$ cat src/rtl/line_follow_pkg.sv
// Shared encodings for the line-following steering controller: FSM states,
// tracker road codes and the last-turn flag, plus the road-code decoder.
package line_follow_pkg;

   localparam logic [2:0] StIdle   = 3'd0;
   localparam logic [2:0] StFwd    = 3'd1;
   localparam logic [2:0] StLeft   = 3'd2;
   localparam logic [2:0] StRight  = 3'd3;
   localparam logic [2:0] StSearch = 3'd4;
   localparam logic [2:0] StStop   = 3'd5;

   // Road codes are {left, mid, right}, 1 = line under that sensor.
   localparam logic [2:0] RoadNone     = 3'b000;
   localparam logic [2:0] RoadRight    = 3'b001;
   localparam logic [2:0] RoadMid      = 3'b010;
   localparam logic [2:0] RoadMidRight = 3'b011;
   localparam logic [2:0] RoadLeft     = 3'b100;
   localparam logic [2:0] RoadSplit    = 3'b101;
   localparam logic [2:0] RoadLeftMid  = 3'b110;
   localparam logic [2:0] RoadAll      = 3'b111;

   localparam logic TurnLeft  = 1'b0;
   localparam logic TurnRight = 1'b1;

   // The split code (101) is ambiguous, so the current heading is kept.
   function automatic logic [2:0] decode_road(input logic [2:0] road, input logic [2:0] cur);
      logic [2:0] st;
      case (road)
         RoadMid, RoadAll:         st = StFwd;
         RoadLeft, RoadLeftMid:    st = StLeft;
         RoadRight, RoadMidRight:  st = StRight;
         RoadNone:                 st = StSearch;
         default:                  st = (cur == StIdle) ? StFwd : cur;
      endcase
      return st;
   endfunction

endpackage

$ cat src/rtl/road_debounce.sv
// Debounces the 3-bit tracker code: a value is accepted once it has been
// sampled unchanged on STABLE_CYCLES consecutive clock edges.
module road_debounce
   import line_follow_pkg::*;
#(
   parameter int unsigned STABLE_CYCLES = 4
) (
   input  logic       clk,
   input  logic       reset,
   input  logic [2:0] din,
   output logic [2:0] dout
);

   localparam int unsigned CntW = $clog2(STABLE_CYCLES + 1);
   localparam logic [CntW-1:0] CntMax = CntW'(STABLE_CYCLES);
   localparam logic [CntW-1:0] CntOne = CntW'(1);

   logic [2:0]      cand_q, cand_d;
   logic [2:0]      road_q, road_d;
   logic [CntW-1:0] cnt_q, cnt_d;

   // cnt_d counts the current sample, so acceptance happens on the Nth edge.
   always_comb begin
      cand_d = din;
      road_d = road_q;
      if (din != cand_q) begin
         cnt_d = CntOne;
      end else if (cnt_q == CntMax) begin
         cnt_d = cnt_q;
      end else begin
         cnt_d = cnt_q + CntOne;
      end
      if (cnt_d == CntMax) begin
         road_d = din;
      end
   end

   always_ff @(posedge clk or negedge reset) begin
      if (!reset) begin
         cand_q <= RoadNone;
         road_q <= RoadNone;
         cnt_q  <= '0;
      end else begin
         cand_q <= cand_d;
         road_q <= road_d;
         cnt_q  <= cnt_d;
      end
   end

   assign dout = road_q;

endmodule

$ cat src/rtl/line_follow_ctrl.sv
// Line-following steering controller: debounced tracker code drives a
// forward/correct/search/stop FSM with registered wheel-motor commands.
module line_follow_ctrl
   import line_follow_pkg::*;
#(
   parameter int unsigned STABLE_CYCLES = 4,
   parameter int unsigned LOST_TIMEOUT  = 50_000_000,
   parameter logic [9:0]  SPEED_FWD     = 10'd800,
   parameter logic [9:0]  SPEED_SLOW    = 10'd400,
   parameter logic [9:0]  SPEED_PIVOT   = 10'd500
) (
   input  logic       clk,
   input  logic       reset,
   input  logic       enable,
   input  logic [2:0] detect_road,
   output logic [9:0] left_speed,
   output logic [9:0] right_speed,
   output logic       left_dir,
   output logic       right_dir,
   output logic [2:0] state_o,
   output logic       lost
);

   localparam int unsigned LostW = $clog2(LOST_TIMEOUT + 1);
   localparam logic [LostW-1:0] LostLast = LostW'(LOST_TIMEOUT - 1);
   localparam logic [LostW-1:0] LostOne  = LostW'(1);

   logic [2:0]       road_q;
   logic [2:0]       dec;
   logic [2:0]       state_q, state_d;
   logic             last_turn_q, last_turn_d;
   logic [LostW-1:0] lost_cnt_q, lost_cnt_d;
   logic [9:0]       left_speed_q, left_speed_d, right_speed_q, right_speed_d;
   logic             left_dir_q, left_dir_d, right_dir_q, right_dir_d;
   logic             lost_q, lost_d;

   road_debounce #(
      .STABLE_CYCLES(STABLE_CYCLES)
   ) u_debounce (
      .clk  (clk),
      .reset(reset),
      .din  (detect_road),
      .dout (road_q)
   );

   // Finding the line again takes priority over the lost-line timeout.
   always_comb begin
      dec     = decode_road(road_q, state_q);
      state_d = state_q;
      if (!enable) begin
         state_d = StIdle;
      end else begin
         case (state_q)
            StIdle, StFwd, StLeft, StRight: state_d = dec;
            StSearch: begin
               if (dec != StSearch) begin
                  state_d = dec;
               end else if (lost_cnt_q == LostLast) begin
                  state_d = StStop;
               end
            end
            StStop:  state_d = StStop;
            default: state_d = StIdle;
         endcase
      end
   end

   always_comb begin
      lost_cnt_d = '0;
      if (state_q == StSearch && state_d == StSearch) begin
         lost_cnt_d = lost_cnt_q + LostOne;
      end
      last_turn_d = last_turn_q;
      if (state_d == StLeft) begin
         last_turn_d = TurnLeft;
      end else if (state_d == StRight) begin
         last_turn_d = TurnRight;
      end
   end

   // Commands are decoded from the next state so they change with state_o.
   always_comb begin
      left_speed_d  = '0;
      right_speed_d = '0;
      left_dir_d    = 1'b1;
      right_dir_d   = 1'b1;
      lost_d        = (state_d == StStop);
      case (state_d)
         StFwd: begin
            left_speed_d  = SPEED_FWD;
            right_speed_d = SPEED_FWD;
         end
         StLeft: begin
            left_speed_d  = SPEED_SLOW;
            right_speed_d = SPEED_FWD;
         end
         StRight: begin
            left_speed_d  = SPEED_FWD;
            right_speed_d = SPEED_SLOW;
         end
         StSearch: begin
            left_speed_d  = SPEED_PIVOT;
            right_speed_d = SPEED_PIVOT;
            left_dir_d    = (last_turn_d == TurnRight);
            right_dir_d   = (last_turn_d == TurnLeft);
         end
         default: ;
      endcase
   end

   always_ff @(posedge clk or negedge reset) begin
      if (!reset) begin
         state_q       <= StIdle;
         last_turn_q   <= TurnLeft;
         lost_cnt_q    <= '0;
         left_speed_q  <= '0;
         right_speed_q <= '0;
         left_dir_q    <= 1'b1;
         right_dir_q   <= 1'b1;
         lost_q        <= 1'b0;
      end else begin
         state_q       <= state_d;
         last_turn_q   <= last_turn_d;
         lost_cnt_q    <= lost_cnt_d;
         left_speed_q  <= left_speed_d;
         right_speed_q <= right_speed_d;
         left_dir_q    <= left_dir_d;
         right_dir_q   <= right_dir_d;
         lost_q        <= lost_d;
      end
   end

   assign state_o     = state_q;
   assign left_speed  = left_speed_q;
   assign right_speed = right_speed_q;
   assign left_dir    = left_dir_q;
   assign right_dir   = right_dir_q;
   assign lost        = lost_q;

endmodule

$ cat config.mk
export PLATFORM = sky130hd
export DESIGN_NAME = line_follow_ctrl
export DESIGN_NICKNAME = d
export VERILOG_FILES = /design/src/rtl/line_follow_pkg.sv /design/src/rtl/road_debounce.sv /design/src/rtl/line_follow_ctrl.sv
export SDC_FILE = /design/constraint.sdc
export NUM_CORES = 1
export LEC_CHECK = 0
export ABC_AREA = 1
export BUFFER_PORTS_ARGS = -buffer_cell sky130_fd_sc_hd__buf_2
export CAP_MARGIN = 20
export CELL_PAD_IN_SITES_DETAIL_PLACEMENT = 0
export CELL_PAD_IN_SITES_GLOBAL_PLACEMENT = 1
export CORE_UTILIZATION = 45
export CTS_CLUSTER_DIAMETER = 120
export DETAILED_ROUTE_END_ITERATION = 16
export GPL_ROUTABILITY_DRIVEN = 1
export GPL_TIMING_DRIVEN = 0
export PLACE_DENSITY_LB_ADDON = 0.1
export SLEW_MARGIN = 20
export SYNTH_ARGS = -nofsm -noshare
export SYNTH_HDL_FRONTEND = slang
export SYNTH_SLANG_ARGS = --single-unit
$ cat constraint.sdc
create_clock -name clk -period 4.74 [get_ports clk]
set_clock_uncertainty 0.1 [all_clocks]
set_input_delay 0.237 -clock clk [delete_from_list [all_inputs] [get_ports clk]]
set_output_delay 0.237 -clock clk [all_outputs]
set_load 0.1 [all_outputs]
==> results by group <==
Outcome
  – Status: completed

GRT
  – GRT busiest layer: met2
  – Initial antenna violation count: 0
  – M2 GR Usage: between 30% and 40%
  – Vias in the first global route: approximately 2000
  – Total GRT Usage: roughly a fifth
  – Met1 Use GR: about a quarter
  – Largest net degree at the start of global routing: 52
  – M3 GR Usage: approximately 4.5%
  – Global-route wire length before repair: ~8900 um
  – Overflow after GRT: 0

Logic synthesis
  – Synth cell types: 32
  – Post-Syn Area: about 2700 um^2
  – Sequential fraction of the synthesis area: between 40% and 50%
  – Cell accounting for the most synthesized area: dfrtp_1
  – Area share of the largest cell type after synthesis: a little under half
  – Syn Area/Cell: 8.261 um^2
  – Synth Warn #: 0
  – Yosys reg bits: 51
  – Synth area leaders: dfrtp_1 (46%), nand2_1 (9.6%), nor2_1 (7.2%), inv_1 (6.3%), xor2_1 (5.3%)
  – Gate Count Post-Synth: ~320

Route
  – DR vias: slightly above 2000
  – Initial DRC Count: between 100 and 150
  – Wire per inst: roughly 12 um
  – Drc violations: 0
  – Antenna Nets Post-Route: 0
  – Routed WL: ~5300 um
  – 1st-pass router iterations: 4
  – Drt via density: 4.638

CTS
  – CTS resizes: 0
  – CTS tree: built
  – Clk root buf: clkbuf_8
  – CTS buffer count: 5
  – Clock Tree Buf Depth: 2
  – Worst-skew pair later-pin latency: approximately 0.32 ns
  – CTS clk-pin slew, worst paths: 0.09 ns
  – H-tree levels: 2
  – Num Clock Sinks: between 50 and 60

STA
  – Pins over their slew limit: 0
  – Worst-margin pin slew: between 0.6 and 0.7 ns
  – RSZ-0062 raised after global routing: false
  – Final Hold Violating Endpoints: 0
  – Fin worst setup slack: ~2.7 ns
  – Final setup fails: 0
  – FMAX: 496.7 MHz
  – Slew HR: 57.72%
  – Final min period: around 2.0 ns
  – Hold WS: roughly 0.24 ns
  – TNS Setup: 0 ns
  – Fin crit share: between 40% and 50%

Placement
  – Final HPWL DP: approximately 3900 um
  – Port bufs: 25
  – RePlAce Congestion: approximately 0.85
  – DP Worst Slack: between 2 and 3 ns
  – Cell Count Post-Placement: 424

Worst setup path
  – CP Capture Type: flip-flop
  – WP data arrival: 2.12 ns
  – Crit-path cells: ha_1 > nand3_2 > clkinv_2 > nand2_1 > nor2_1 > nand2_1 > nand2_1 > nand2_1 > nand2_2 > nand2_4 > nand3_4 > buf_6 > nor2_1
  – CP max stage cell: dfrtp_1
  – Required @ worst endpoint: about 4.9 ns
  – Worst Setup Path Type: flip-flop to flip-flop
  – CP delay by family, top: simple AND/OR/NAND/NOR gates
  – CP most frequent cell: nand2_1
  – Worst stage delay on the critical path: about 0.4 ns
  – Crit Path Max Fanout: 10
  – WP buf/inv: 2
  – Startpoint Class: flip-flop

Floorplanning
  – Starting Density: 47.43%
  – Io pins: 32
  – Core box area: 5608 um^2
  – Site row count: 27
  – Chip Width: roughly 80 um
  – Full die area: 6223 um^2
  – Die extent in y: approximately 79 um

Min path
  – Worst Hold Class: primary input to flip-flop

Pwr
  – Pwr dens: roughly 340 nW/um^2
  – Worst vdd ir: 0.0002487 V
  – Leakage power: between 1 and 1.5 nW

Final layout
  – Layout cell share with drive strength beyond 1: between 10% and 20%
  – Ant. Diodes: 0
  – Layout area overhead: 13.64%
  – Nets: roughly 370
  – Non-filler instance count after layout: about 440
  – Post-layout util: 53.90%

Flow run
  – Max capacitance violation total: 0
per-stage QoR:
stage	instance area, um^2	power [mW]
2_1_floorplan	2679	0.7388
3_3_place_gp	2894	0.7858
3_5_place_dp	2897	0.7883
4_1_cts	3023	1.043
5_1_grt	3023	1.078
6_report	3023	1.034
path summary, 6_finish.rpt:
kind | cells after the start | to | startpoint | slack (ns)
max in group asynchronous | 2 | lost$_DFF_PN0_ | reset | 3.72
worst max register to register | 13 | lost_cnt_q[11]$_DFF_PN0_ | lost_cnt_q[0]$_DFF_PN0_ | 2.73
worst min register to register | 1 | right_dir$_DFF_PN1_ | last_turn_q$_DFF_PN0_ | 0.35
worst max-delay path | 13 | lost_cnt_q[11]$_DFF_PN0_ | lost_cnt_q[0]$_DFF_PN0_ | 2.73
min in group asynchronous | 2 | lost_cnt_q[7]$_DFF_PN0_ | reset | 0.38
worst min-delay path | 5 | right_speed[9]$_DFF_PN0_ | enable | 0.24
synthesized netlist by cell type, drive strengths merged:
cell	n
a211oi	1
a21oi	2
buf	13
clkinv	1
conb	1
dfrtp	49
dfstp	2
ha	3
inv	47
mux2i	1
nand2	71
nand3	10
nand3b	2
nand4	12
nor2	57
nor3	14
nor3b	1
nor4	1
o21ai	10
or2	1
xnor2	7
xor2	16
placed cells by master, fill, tap and decap left out, drive strengths merged, types with 4 or more instances in the layout:
cell type	Yosys	final
buf	13	38
clkbuf	0	6
conb	1	6
dfrtp	49	49
dlygate4sd3	0	4
inv	47	47
nand2	71	71
nand3	10	10
nand4	12	12
nor2	57	57
nor3	14	14
o21ai	10	10
xnor2	7	7
xor2	16	16
per-layer routing:
layer  share of wire, %  wire length (um)  up-vias
li1                   -                 -     1060
met1                 46              2450      925
met2                 48              2555       28
met3                2.9               153        9
met4                2.3               119        0
met5                  0                 0        -
report_power, final:
group / internal [mW] / switching, mW / total, mW
clock: 0.105 / 0.150 / 0.254
combinational: 0.0482 / 0.255 / 0.303
sequential: 0.463 / 0.0135 / 0.476
total: 0.616 / 0.418 / 1.03
flip-flops by register name, summed over array words and instances (netlist names), 3 cells and up:
register / count
left_speed: 5
lost_cnt_q: 26
right_speed: 4
state_o: 3
u_debounce.cand_q: 3
u_debounce.cnt_q: 3
u_debounce.dout: 3
cell type report:
cell class,instances,area (um^2)
fillers,560,2585
flip-flops and latches,51,1279
multi-input cells,215,1114
inverters,48,181.4
repair buffers,29,167.7
plain buffers,13,105.1
well taps,72,90.09
clock buffers,6,72.57
clock inverters,2,13.76
logic make-up (layout without fill, tap and decap cells):
group,after synthesis,in the layout,synth area share [%]
mux,1,1,0.3763
other cells,1,6,0.1410
simple gates,169,169,28.97
flops,51,51,48.07
buf+inv,61,98,10.77
compound gates,13,13,2.681
xor+xnor,23,23,7.573
fa+ha+maj,3,3,1.411
worst register-to-register path, delay by kind of cell (launching register included):
kind                     cells  cell delay, ns
adder cells (fa/ha/maj)      1            0.26
AND/OR/NAND/NOR             10            0.87
buffers and inverters        2            0.26
flip-flops                   1            0.41
what timing repair did:
action | in CTS | in global routing
hold buffers | 4 | 0
endpoints found under the setup margin | 0 | 0
hold endpoints to repair | 52 | 0
buffers inserted | 0 | 0
No activity file was read; power rests on OpenSTA's default activity.
